### src/rtl/ysyx_22050612_ifu_if.sv
// Instruction-memory port and decode-side instruction handshake of the fetch stage.
// The master modport is the fetch unit; the slave modport is memory plus decode.
interface ysyx_22050612_ifu_if #(
  parameter int XLEN = 64
);
  logic            imem_req_valid;
  logic            imem_req_ready;
  logic [XLEN-1:0] imem_addr;
  logic            imem_resp_valid;
  logic [31:0]     imem_resp_data;
  logic            inst_valid;
  logic            inst_ready;
  logic [31:0]     inst;
  logic [XLEN-1:0] inst_pc;

  modport master (
    output imem_req_valid, imem_addr, inst_valid, inst, inst_pc,
    input  imem_req_ready, imem_resp_valid, imem_resp_data, inst_ready
  );

  modport slave (
    input  imem_req_valid, imem_addr, inst_valid, inst, inst_pc,
    output imem_req_ready, imem_resp_valid, imem_resp_data, inst_ready
  );
endinterface

### src/rtl/ysyx_22050612_ifu.sv
// Instruction fetch: one outstanding fetch at a time, one-entry buffer toward decode,
// redirect from execute and halt from decode.
module ysyx_22050612_ifu #(
  parameter int              XLEN     = 64,
  parameter logic [XLEN-1:0] RESET_PC = 64'h0000_0000_8000_0000
) (
  input  logic                clk,
  input  logic                rst_n,
  ysyx_22050612_ifu_if.master bus,
  input  logic                redirect_valid,
  input  logic [XLEN-1:0]     redirect_pc,
  input  logic                halt,
  output logic                misalign_err,
  output logic                halted
);

  typedef enum logic [1:0] {S_REQ, S_WAIT, S_HOLD, S_HALT} state_t;

  state_t          state, state_nxt;
  logic [XLEN-1:0] pc, pc_nxt;
  logic            drop, drop_nxt;
  logic            halt_pend, halt_pend_nxt;
  logic            inst_valid_r, inst_valid_nxt;
  logic [31:0]     inst_r, inst_nxt;
  logic [XLEN-1:0] inst_pc_r, inst_pc_nxt;
  logic            misalign_r, misalign_nxt;

  always_ff @(posedge clk) begin
    if (!rst_n) begin
      state        <= S_REQ;
      pc           <= RESET_PC;
      drop         <= 1'b0;
      halt_pend    <= 1'b0;
      inst_valid_r <= 1'b0;
      inst_r       <= '0;
      inst_pc_r    <= '0;
      misalign_r   <= 1'b0;
    end else begin
      state        <= state_nxt;
      pc           <= pc_nxt;
      drop         <= drop_nxt;
      halt_pend    <= halt_pend_nxt;
      inst_valid_r <= inst_valid_nxt;
      inst_r       <= inst_nxt;
      inst_pc_r    <= inst_pc_nxt;
      misalign_r   <= misalign_nxt;
    end
  end

  always_comb begin
    state_nxt      = state;
    pc_nxt         = pc;
    drop_nxt       = drop;
    halt_pend_nxt  = halt_pend;
    inst_valid_nxt = inst_valid_r;
    inst_nxt       = inst_r;
    inst_pc_nxt    = inst_pc_r;
    misalign_nxt   = misalign_r;

    if (redirect_valid && state != S_HALT) begin
      // An older branch wins over any ebreak seen after it, so a pending halt is cancelled.
      pc_nxt        = {redirect_pc[XLEN-1:2], 2'b00};
      halt_pend_nxt = 1'b0;
      if (redirect_pc[1:0] != 2'b00) misalign_nxt = 1'b1;
      case (state)
        S_REQ: begin
          if (bus.imem_req_ready) begin
            state_nxt = S_WAIT;
            drop_nxt  = 1'b1;
          end
        end
        S_WAIT: begin
          if (bus.imem_resp_valid) begin
            state_nxt = S_REQ;
            drop_nxt  = 1'b0;
          end else begin
            drop_nxt  = 1'b1;
          end
        end
        S_HOLD: begin
          inst_valid_nxt = 1'b0;
          state_nxt      = S_REQ;
        end
        default: ;
      endcase
    end else begin
      case (state)
        S_REQ: begin
          if (halt)                    state_nxt = S_HALT;
          else if (bus.imem_req_ready) state_nxt = S_WAIT;
        end
        S_WAIT: begin
          if (bus.imem_resp_valid) begin
            if (halt || halt_pend) begin
              state_nxt     = S_HALT;
              halt_pend_nxt = 1'b0;
              drop_nxt      = 1'b0;
            end else if (drop) begin
              state_nxt = S_REQ;
              drop_nxt  = 1'b0;
            end else begin
              inst_nxt       = bus.imem_resp_data;
              inst_pc_nxt    = pc;
              inst_valid_nxt = 1'b1;
              pc_nxt         = pc + XLEN'(4);
              state_nxt      = S_HOLD;
            end
          end else if (halt) begin
            halt_pend_nxt = 1'b1;
          end
        end
        S_HOLD: begin
          if (halt) begin
            inst_valid_nxt = 1'b0;
            state_nxt      = S_HALT;
          end else if (bus.inst_ready) begin
            inst_valid_nxt = 1'b0;
            state_nxt      = S_REQ;
          end
        end
        default: ;
      endcase
    end
  end

  assign bus.imem_req_valid = (state == S_REQ);
  assign bus.imem_addr      = pc;
  assign bus.inst_valid     = inst_valid_r;
  assign bus.inst           = inst_r;
  assign bus.inst_pc        = inst_pc_r;
  assign misalign_err       = misalign_r;
  assign halted             = (state == S_HALT);

endmodule

### src/flat_wrapper.sv
// flat-port wrapper written by rule: the top's interface ports become plain ports
module ysyx_22050612_ifu_flat 
#(
  parameter int              XLEN     = 64,
  parameter logic [XLEN-1:0] RESET_PC = 64'h0000_0000_8000_0000
)
  (clk, rst_n, redirect_valid, redirect_pc, halt, misalign_err, halted, bus_imem_req_valid, bus_imem_addr, bus_inst_valid, bus_inst, bus_inst_pc, bus_imem_req_ready, bus_imem_resp_valid, bus_imem_resp_data, bus_inst_ready);
  ysyx_22050612_ifu_if #(.XLEN(XLEN)) bus_i ();
  input  logic clk;
  input  logic rst_n;
  input  logic redirect_valid;
  input  logic [XLEN-1:0] redirect_pc;
  input  logic halt;
  output logic misalign_err;
  output logic halted;
  output wire logic [$bits(bus_i.imem_req_valid)-1:0] bus_imem_req_valid;
  output wire logic [$bits(bus_i.imem_addr)-1:0] bus_imem_addr;
  output wire logic [$bits(bus_i.inst_valid)-1:0] bus_inst_valid;
  output wire logic [$bits(bus_i.inst)-1:0] bus_inst;
  output wire logic [$bits(bus_i.inst_pc)-1:0] bus_inst_pc;
  input wire logic [$bits(bus_i.imem_req_ready)-1:0] bus_imem_req_ready;
  input wire logic [$bits(bus_i.imem_resp_valid)-1:0] bus_imem_resp_valid;
  input wire logic [$bits(bus_i.imem_resp_data)-1:0] bus_imem_resp_data;
  input wire logic [$bits(bus_i.inst_ready)-1:0] bus_inst_ready;
  assign bus_imem_req_valid = bus_i.imem_req_valid;
  assign bus_imem_addr = bus_i.imem_addr;
  assign bus_inst_valid = bus_i.inst_valid;
  assign bus_inst = bus_i.inst;
  assign bus_inst_pc = bus_i.inst_pc;
  assign bus_i.imem_req_ready = bus_imem_req_ready;
  assign bus_i.imem_resp_valid = bus_imem_resp_valid;
  assign bus_i.imem_resp_data = bus_imem_resp_data;
  assign bus_i.inst_ready = bus_inst_ready;
  ysyx_22050612_ifu #(.XLEN(XLEN), .RESET_PC(RESET_PC)) u_core (.clk(clk), .rst_n(rst_n), .bus(bus_i), .redirect_valid(redirect_valid), .redirect_pc(redirect_pc), .halt(halt), .misalign_err(misalign_err), .halted(halted));
endmodule
### config.mk
export PLATFORM = sky130hd
export DESIGN_NAME = ysyx_22050612_ifu_flat
export DESIGN_NICKNAME = d
export VERILOG_FILES = /design/src/rtl/ysyx_22050612_ifu_if.sv /design/src/rtl/ysyx_22050612_ifu.sv /design/src/flat_wrapper.sv
export SDC_FILE = /design/constraint.sdc
export NUM_CORES = 1
export LEC_CHECK = 0
export CORE_UTILIZATION = 50
export CTS_BUF_LIST = sky130_fd_sc_hd__clkbuf_16
export CTS_CLUSTER_DIAMETER = 40
export DETAILED_ROUTE_END_ITERATION = 16
export HOLD_SLACK_MARGIN = 0.06
export PLACE_DENSITY = 0.95
export SYNTH_ARGS = -nofsm -noshare
export SYNTH_HDL_FRONTEND = slang
export SYNTH_SLANG_ARGS = --single-unit
### constraint.sdc
create_clock -name clk -period 6.1 [get_ports clk]
set_input_delay 0.61 -clock clk [delete_from_list [all_inputs] [get_ports clk]]
set_output_delay 0.61 -clock clk [all_outputs]
set_load 0.01 [all_outputs]
After elaboration in Yosys (flattened, before gate mapping)
Cells that the tools add are included.

Add/sub/neg operators: 1. Eq/ne operators: 14. Multiplexer cells: 33. Bitwise gates (word level): 4. Reduce and logical (&&, ||, !) cells: 19.

Operators with widths (count): two-way mux 64 bit (5); adder 64 x 3 -> 64 bit (second input constant) (1); two-way mux 2 bit (9); two-way mux 1 bit (15); one-hot mux 2 bit (3 select lines) (2); AND reduction 4 bit (3); nonzero test 2 bit (6); != test 2 bit (second input constant) (4); != test 3 x 2 -> 1 bit (second input constant) (2); != test 3 bit (second input constant) (2); AND reduction 3 bit (2); AND reduction 6 bit (1); AND reduction 5 bit (1); == test 2 bit (second input constant) (2); != test 2 x 1 -> 1 bit (second input constant) (2); != test 4 x 3 -> 1 bit (second input constant) (1); inverter 1 bit (4); one-hot mux 1 bit (2 select lines) (2); nonzero test 3 bit (1); == test 2 x 1 -> 1 bit (second input constant) (1); zero test 2 bit (1); AND reduction 2 bit (1); OR reduction 2 bit (1); logical AND 1 bit (1); logical OR 1 bit (1).

Bits in registers: 166. Input port bits: 103. Output and inout port bits: 164. Word-level logic and storage cells: 80.

Longest topological paths before layout
Gate-level depths: netlist (run 1).

Word-level depth: 6. Gate-level depth with buffers: 9.

Least setup slack after synthesis (run 1)
No wires, ideal clock.

Kind: register to register. Start: register u_core.state[0]. End: register u_core.pc[52] (netlist: u_core.bus.imem_addr[52]). Library setup time: 63 ps. Arrival: 2140 ps. Setup slack: 3897 ps. Stages on the path, launching flop included: 8. Period minus slack after synthesis: 2203 ps. Cell sequence: dfxtp_1 > ha_1 > nor2b_1 > clkbuf_1 > nor2_1 > nand3_1 > or4_1 > nand3_1.

Longest elaborated chain between the ends: 4. Elaborated cells on any way between the ends: 9. Those cells by class: eq/ne: 4; mux: 1; reduce/logical: 4.

RTL lines: from (decl) (RTL line ysyx_22050612_ifu.sv:19) `state_t state, state_nxt;`; from (signal assigned) (RTL line ysyx_22050612_ifu.sv:39) `state <= state_nxt;`; != test 2 bit (RTL line ysyx_22050612_ifu.sv:60) `if (redirect_valid && state != S_HALT) begin`; logical AND 1 bit (RTL line ysyx_22050612_ifu.sv:60); != test 2 bit (no source line), or another cell as far along; AND reduction 4 bit (no source line); to (signal assigned) (RTL line ysyx_22050612_ifu.sv:40) `pc <= pc_nxt;`; to (decl) (RTL line ysyx_22050612_ifu.sv:20) `logic [XLEN-1:0] pc, pc_nxt;`.

Parallel ways exist; a longest one is shown, timed or not. A chain may end at the register's enable or synchronous reset.

Worst setup path in the final report (run 1)
Start: input redirect_valid. End: register u_core.pc[53] (netlist: u_core.bus.imem_addr[53]).

Longest elaborated chain between the ends: 3. Elaborated cells on any way between the ends: 7. Those cells by class: eq/ne: 2; mux: 1; reduce/logical: 4.

RTL lines: from (decl) (RTL line flat_wrapper.sv:11) `input logic redirect_valid;`; logical AND 1 bit (*) (RTL line ysyx_22050612_ifu.sv:60); != test 2 bit (no source line), or another cell as far along; AND reduction 4 bit (no source line).

Mark *: on every way between the ends. The rest lies on a longest branch, timed or not.

==> results of run 1 <==
flip-flops by register name, indices dropped and copies added, names as in the netlist:
signal,flops
u_core.bus.imem_addr,62
u_core.halt_pend,1
u_core.bus.inst_valid,1
u_core.misalign_err,1
u_core.drop,1
u_core.bus.inst_pc,62
u_core.state,2
u_core.bus.inst,32
power by group:
| group | leakage (nW) | internal, mW | switching [mW] |
|---|---|---|---|
| clock network | 0.283 | 0.648 | 0.462 |
| logic | 2.19 | 0.367 | 0.420 |
| registers | 1.31 | 1.14 | 0.148 |
| total | 3.78 | 2.16 | 1.03 |
cell usage in the layout, fill, tap and decap left out, types with 9 or more instances in the layout:
master           instances
nand2_1                263
and3_1                  26
and4_1                   9
clkdlybuf4s50_1        262
mux2i_1                  9
o21ai_0                 39
dfxtp_1                162
clkbuf_16               17
nand3_1                 46
a22oi_1                 15
a31oi_1                 20
o22ai_1                  9
nor2_1                  61
nand4_1                 18
a21oi_1                144
nor3_1                  17
worst max-delay path, cell delays in order:
cell,delay (ns)
clkdlybuf4s50_1,0.58
nor2b_4,0.49
buf_4,0.43
o2111ai_4,0.14
nor2_1,0.66
buf_4,0.34
mux2_2,0.35
o211ai_1,0.09
o41ai_1,0.10
cell type report:
class	count	area (µm²)	area share, %
multi-input cells	807	4308	38.65
inverters	9	36.28	0.3255
repair buffers	270	2683	24.07
clock buffers	17	425.4	3.816
clock inverters	15	182.7	1.639
flip-flops and latches	162	3243	29.09
diodes	2	5.005	0.04490
well taps	211	264.0	2.368
per-layer routing:
layer | part of all wire (%) | up-vias
met3 | 10 | 96
met2 | 47 | 540
met5 | 0 | -
met4 | 3.9 | 0
met1 | 40 | 4133
li1 | - | 4178
how the worst max path moves through the flow:
| stage | start | cells after the start | endpoint | slack [ns] |
|---|---|---|---|---|
| finish | redirect_valid | 9 | u_core.bus.imem_addr[53] | 2.59 |
| global route | redirect_valid | 9 | u_core.bus.imem_addr[53] | 2.42 |
| CTS | redirect_valid | 9 | u_core.bus.imem_addr[53] | 2.66 |
| detailed placement | redirect_valid | 9 | u_core.bus.imem_addr[53] | 2.22 |
| global placement | redirect_valid | 9 | u_core.bus.imem_addr[53] | 2.26 |
| floorplan | u_core.state[0] | 7 | u_core.bus.imem_addr[52] | 3.90 |
cell families (layout without fill, tap and decap cells):
family          after synthesis  after routing  share of synthesized area, %
buf+inv                      91            311                         4.798
mux                          12             12                         1.573
compound gates              292            292                         22.43
fa+ha+maj                     5              5                        0.7944
other cells                   1              6                       0.04762
simple gates                494            494                         29.17
flops                       162            162                         41.18
metrics by stage:
stage	hold slack, ns	utilization, %	total power, mW	cell area (µm²)
after global placement	0.4404	68.78	2.057	10530
after floorplan	0.4696	-	1.709	7886
after CTS	0.4546	72.75	3.180	11140
final	0.4535	72.79	3.189	11150
after global routing	0.4668	72.79	3.322	11150
after detailed placement	0.4458	68.78	2.081	10530
==> flow_metrics.py, run 1 <==
metrics = {
    "status": {
        "status": "finished, final reports clean",
    },
    "worst_setup_path": {
        "cp-end-kind": "flip-flop",
        "r2r_start": "u_core.state[0]",
        "reg2regPathDepth": 9,
        "required_ns": 6.41,
        "critical_path_class": "in -> reg",
        "setup.worst_path.start_class": "input pin",
        "reg2reg_slack_ns": 2.69,
        "critPathArrivalTime_ns": 3.82,
        "r2r-end": "u_core.bus.imem_addr[53]",
        "cp_max_fo": 35,
    },
    "clock_tree": {
        "clock-sinks": 162,
        "cts_max_level": 4,
        "cts_resized": 0,
        "cts_max_path_buffers": 2,
        "clkSlewWorstSetupHoldPaths_ns": 0.07,
        "cts_tree": "yes",
        "ctsHoldBuffers": 0,
        "numCtsBuffers": 17,
        "root_buffer": "clkbuf_16",
        "clk_latency_ns": 0.43,
        "postCtsSetupBuffers": 0,
    },
    "die": {
        "die_w_um": 127.5,
        "die_area_um2": 16260,
        "io_pins": 267,
        "core-area_um2": 15310,
        "rows": 45,
        "die_h_um": 127.5,
        "start_util_pct": 51.42,
    },
    "synth": {
        "synth_flop_cell": "dfxtp_1",
        "avgSynthCellArea_um2": 7.450,
        "ys_async_sr_fraction_pct": 0,
        "yosysMostFrequentCell": "nand2_1",
        "syn_area_um2": 7875,
        "ys_warn_count": 0,
        "synth_cells": 1057,
        "synth_top_area_share_pct": 41.18,
        "ys_top_cells_by_count": "nand2_1 (263), dfxtp_1 (162), a21oi_1 (145)",
        "synth_seq_area_share_pct": 41.18,
        "synth_cell_type_count": 65,
        "synthTopCellsByArea": "dfxtp_1 (41%), nand2_1 (13%), a21oi_1 (9.2%), clkbuf_1 (3.0%), nand3_1 (3.0%)",
        "ys_seq_elements": 162,
        "yosys.area.top_type": "dfxtp_1",
        "synth_edf_count": 0,
    },
    "timing": {
        "fin_crit_sh_pct": 57.55,
        "rsz0062_at_grt": "no",
        "worst_pin_slew_ns": 1.064,
        "fin_crit_ns": 3.511,
        "fmax_ghz": 0.2848,
        "setup_tns_ns": 0,
        "hold_violations": 0,
        "drv_slew": 0,
        "clock_skew_ns": 0.01120,
        "setup_viol": 0,
        "setup_slack_ns": 2.589,
        "maxSlewHeadroom_pct": 29.08,
    },
    "detailed_routing": {
        "drt-initial-drc-count": 743,
        "wl_um": 25980,
        "drtAntennaViolNets": 0,
        "dr.pass1.iters": 6,
        "via_per_inst": 5.993,
        "remaining_drc_errors": 0,
        "routed-via-count": 8947,
        "routedWlPerCell_um": 17.40,
    },
    "global_routing": {
        "use_met3_pct": 7.789,
        "grt_most_used_layer": "met2",
        "antenna_found_initial": 2,
        "overflow": 0,
        "met1_usage_pct": 38.31,
        "grt_pass1_wl_um": 41400,
        "grt_usage_pct": 31.82,
        "grt_max_degree": 95,
        "grt_util_met2_pct": 52.88,
        "grt_pass1_vias": 8253,
    },
    "layout": {
        "syn_to_final_growth_pct": 41.55,
        "drive_above_1_share_pct": 5.000,
        "final_cells": 1493,
        "layout.nets": 1375,
        "nFillCells": 1159,
    },
    "power_and_ir_drop": {
        "leakage_nw": 3.785,
        "powerDensity_nw_per_um2": 286.1,
        "vdd_ir_drop_max_mv": 0.2110,
    },
    "min_path": {
        "min_to": "u_core.bus.inst_pc[17]",
        "hold-path-cell-count": 2,
        "worstHoldStart": "u_core.bus.inst_pc[17]",
        "hold_class": "reg -> reg",
    },
    "placement": {
        "numPortBuffers": 262,
        "hpwl_um": 17560,
        "gp_congestion": 0.9471,
        "pre_cts_ws_ns": 2.218,
        "placed_cells": 1459,
    },
    "flow_run": {
        "maxCapViolCount": 0,
    },
}
Note: power is estimated with default switching activity, not from simulation.
==> run 2, diff against run 1 <==
--- a/config.mk
+++ b/config.mk
@@ -5,12 +5,12 @@
 export SDC_FILE = /design/constraint.sdc
 export NUM_CORES = 1
 export LEC_CHECK = 0
-export CORE_UTILIZATION = 50
+export CORE_UTILIZATION = 46
 export CTS_BUF_LIST = sky130_fd_sc_hd__clkbuf_16
 export CTS_CLUSTER_DIAMETER = 40
 export DETAILED_ROUTE_END_ITERATION = 16
 export HOLD_SLACK_MARGIN = 0.06
-export PLACE_DENSITY = 0.95
+export PLACE_DENSITY = 0.89
 export SYNTH_ARGS = -nofsm -noshare
 export SYNTH_HDL_FRONTEND = slang
 export SYNTH_SLANG_ARGS = --single-unit
==> constraint.sdc (replaced) <==
create_clock -name clk -period 3.6 [get_ports clk]
set_input_delay 0.36 -clock clk [delete_from_list [all_inputs] [get_ports clk]]
set_output_delay 0.36 -clock clk [all_outputs]
set_load 0.01 [all_outputs]
==> run 2 against run 1 <==
Against the previous run:
- combinational power increased by 77%
- global-route usage fell by 2.3 points
- die area grew 8.6%
- power up 67%
- sequential share of layout area fell by 0.28 points
- count of clock-buffer cells in the layout stayed put
- non-clock buffer count up 12
- critical path depth fell by 2
- routed wire length is 2.2% higher
- core utilization shrank 5.1 points
- register-to-register slack got worse by 1.9 ns
- cell count up 1.3%
==> flow_metrics.py, run 2 (same netlist as run 1, synthesis figures left out) <==
metrics = {
    "clock_tree": {
        "clk_latency_ns": 0.43,
        "clkSlewWorstSetupHoldPaths_ns": 0.07,
        "cts_tree": "yes",
        "cts_max_level": 4,
        "numCtsBuffers": 17,
        "clock-sinks": 162,
        "cts_resized": 0,
        "ctsHoldBuffers": 0,
        "postCtsSetupBuffers": 0,
        "cts_max_path_buffers": 2,
        "root_buffer": "clkbuf_16",
    },
    "timing": {
        "rsz0062_at_grt": "no",
        "fin_hold_ws_ns": 0.4435,
        "setup_tns_ns": 0,
        "hold_violations": 0,
        "clock_skew_ns": 0.008510,
        "setup_slack_ns": 0.7923,
        "drv_slew": 0,
        "setup_viol": 0,
        "fin_crit_sh_pct": 77.99,
        "maxSlewHeadroom_pct": 57.28,
        "worst_pin_slew_ns": 0.6409,
        "fin_crit_ns": 2.808,
        "fmax_ghz": 0.3562,
    },
    "global_routing": {
        "grt_max_degree": 139,
        "grt_usage_pct": 29.52,
        "antenna_found_initial": 1,
        "grt_pass1_wl_um": 41820,
        "grt_pass1_vias": 8294,
        "overflow": 0,
    },
    "power_and_ir_drop": {
        "leakage_nw": 3.849,
        "vdd_ir_drop_max_mv": 0.4391,
        "power_mw": 5.311,
        "powerDensity_nw_per_um2": 471.8,
    },
    "layout": {
        "seq_area_um2": 3243,
        "syn_to_final_growth_pct": 42.95,
        "final_common_cell": "nand2_1",
        "drive_above_1_share_pct": 5.882,
        "layout.nets": 1387,
        "multiInputGateArea_um2": 4308,
        "final_util_pct": 67.64,
        "nFillCells": 1367,
        "mostFrequentLayoutCells": "nand2_1 (263), clkdlybuf4s50_1 (262), dfxtp_1 (162)",
    },
    "detailed_routing": {
        "wl_met3_um": 2623,
        "remaining_drc_errors": 0,
        "wl_met1_um": 10470,
        "wl_met2_um": 12360,
        "top_layer_used": "met4",
        "drt-initial-drc-count": 687,
        "via_per_inst": 5.829,
        "dr.pass1.iters": 8,
        "routed-via-count": 8819,
        "routedWlPerCell_um": 17.55,
        "wl_um": 26550,
        "drtAntennaViolNets": 0,
    },
    "worst_setup_path": {
        "crit_start": "u_core.bus.imem_addr[3]",
        "critical_path_class": "reg -> reg",
        "reg2reg_slack_ns": 0.79,
        "r2r_start": "u_core.bus.imem_addr[3]",
        "cpMostUsedCell": "nand3_1",
        "cp_max_fo": 10,
        "cp-end-kind": "flip-flop",
        "max_stage_delay_ns": 0.63,
        "critPathArrivalTime_ns": 3.15,
        "r2r-end": "u_core.bus.imem_addr[50]",
        "reg2regPathDepth": 7,
        "endpoint": "u_core.bus.imem_addr[50]",
        "setup.worst_path.start_class": "flip-flop",
        "required_ns": 3.94,
        "cpMaxStageDelayCell": "or4_1",
        "cp_cell_sequence": "ha_1, nand3_1, nor2_1, nor4b_1, nand3_1, or4_1, o211ai_1",
    },
    "placement": {
        "hpwl_um": 18430,
        "pre_cts_ws_ns": 0.7006,
        "numPortBuffers": 262,
        "gp_congestion": 0.9440,
    },
    "die": {
        "io_pins": 267,
        "die_area_um2": 17650,
        "die_h_um": 132.8,
        "die_w_um": 132.8,
        "rows": 47,
        "core-area_um2": 16640,
        "start_util_pct": 47.32,
    },
    "status": {
        "status": "finished, final reports clean",
    },
    "min_path": {
        "hold_class": "reg -> reg",
    },
    "flow_run": {
        "maxCapViolCount": 0,
    },
}
## run 2: cell types whose count changed in the layout (fill, tap and decap cells not counted), moves of 2 or more
cell / previous run / this run
buf_12: 0 / 5
bufinv_16: 3 / 1
clkinv_2: 0 / 2
buf_4: 8 / 15
inv_6: 2 / 5
## run 2: metrics by stage
| stage | std cells | area, µm² |
|---|---|---|
| final | 1513 | 11260 |
| after floorplan | 1060 | 7886 |
| after global routing | 1513 | 11260 |
| after global placement | 1480 | 10700 |
| after detailed placement | 1480 | 10700 |
| after CTS | 1512 | 11250 |
## run 2: where the power goes
part	leakage [nW]	internal [mW]	total [mW]	switching, mW
combinational	2.27	0.661	1.39	0.725
sequential	1.31	1.94	2.18	0.243
clock	0.266	0.956	1.74	0.787
## run 2: worst min-delay path by stage
stage,from,to,slack [ns],cells after the start
after floorplan,bus_imem_resp_valid,u_core.halt_pend,0.46,1
after global placement,u_core.misalign_err,u_core.misalign_err,0.43,2
after detailed placement,u_core.misalign_err,u_core.misalign_err,0.44,2
after CTS,u_core.misalign_err,u_core.misalign_err,0.45,2
after global routing,u_core.bus.inst_pc[30],u_core.bus.inst_pc[30],0.47,2
final,u_core.misalign_err,u_core.misalign_err,0.44,2
## run 2: cell type report
type	instances	share of cell area, %
multi-input combinational	807	38.27
clock inverter	15	1.167
tap	220	2.445
clock buffer	17	3.779
sequential	162	28.81
inverter	9	0.3223
timing repair buffer	282	25.19
antenna	1	0.02223
## run 2: worst max-delay path: cells and delay by family, from the launching register on
family / cells / cell delay, ns
adder cells (fa/ha/maj): 1 / 0.26
AO/OA/AOI/OAI: 1 / 0.11
flip-flops: 1 / 0.45
AND/OR/NAND/NOR: 5 / 1.89
## run 2: metal layers
| layer | up-vias | GRT usage [%] |
|---|---|---|
| met5 | - | 0 |
| li1 | 4200 | - |
| met4 | 0 | 15.71 |
| met2 | 468 | 48.75 |
| met1 | 4073 | 35.43 |
| met3 | 78 | 7.088 |
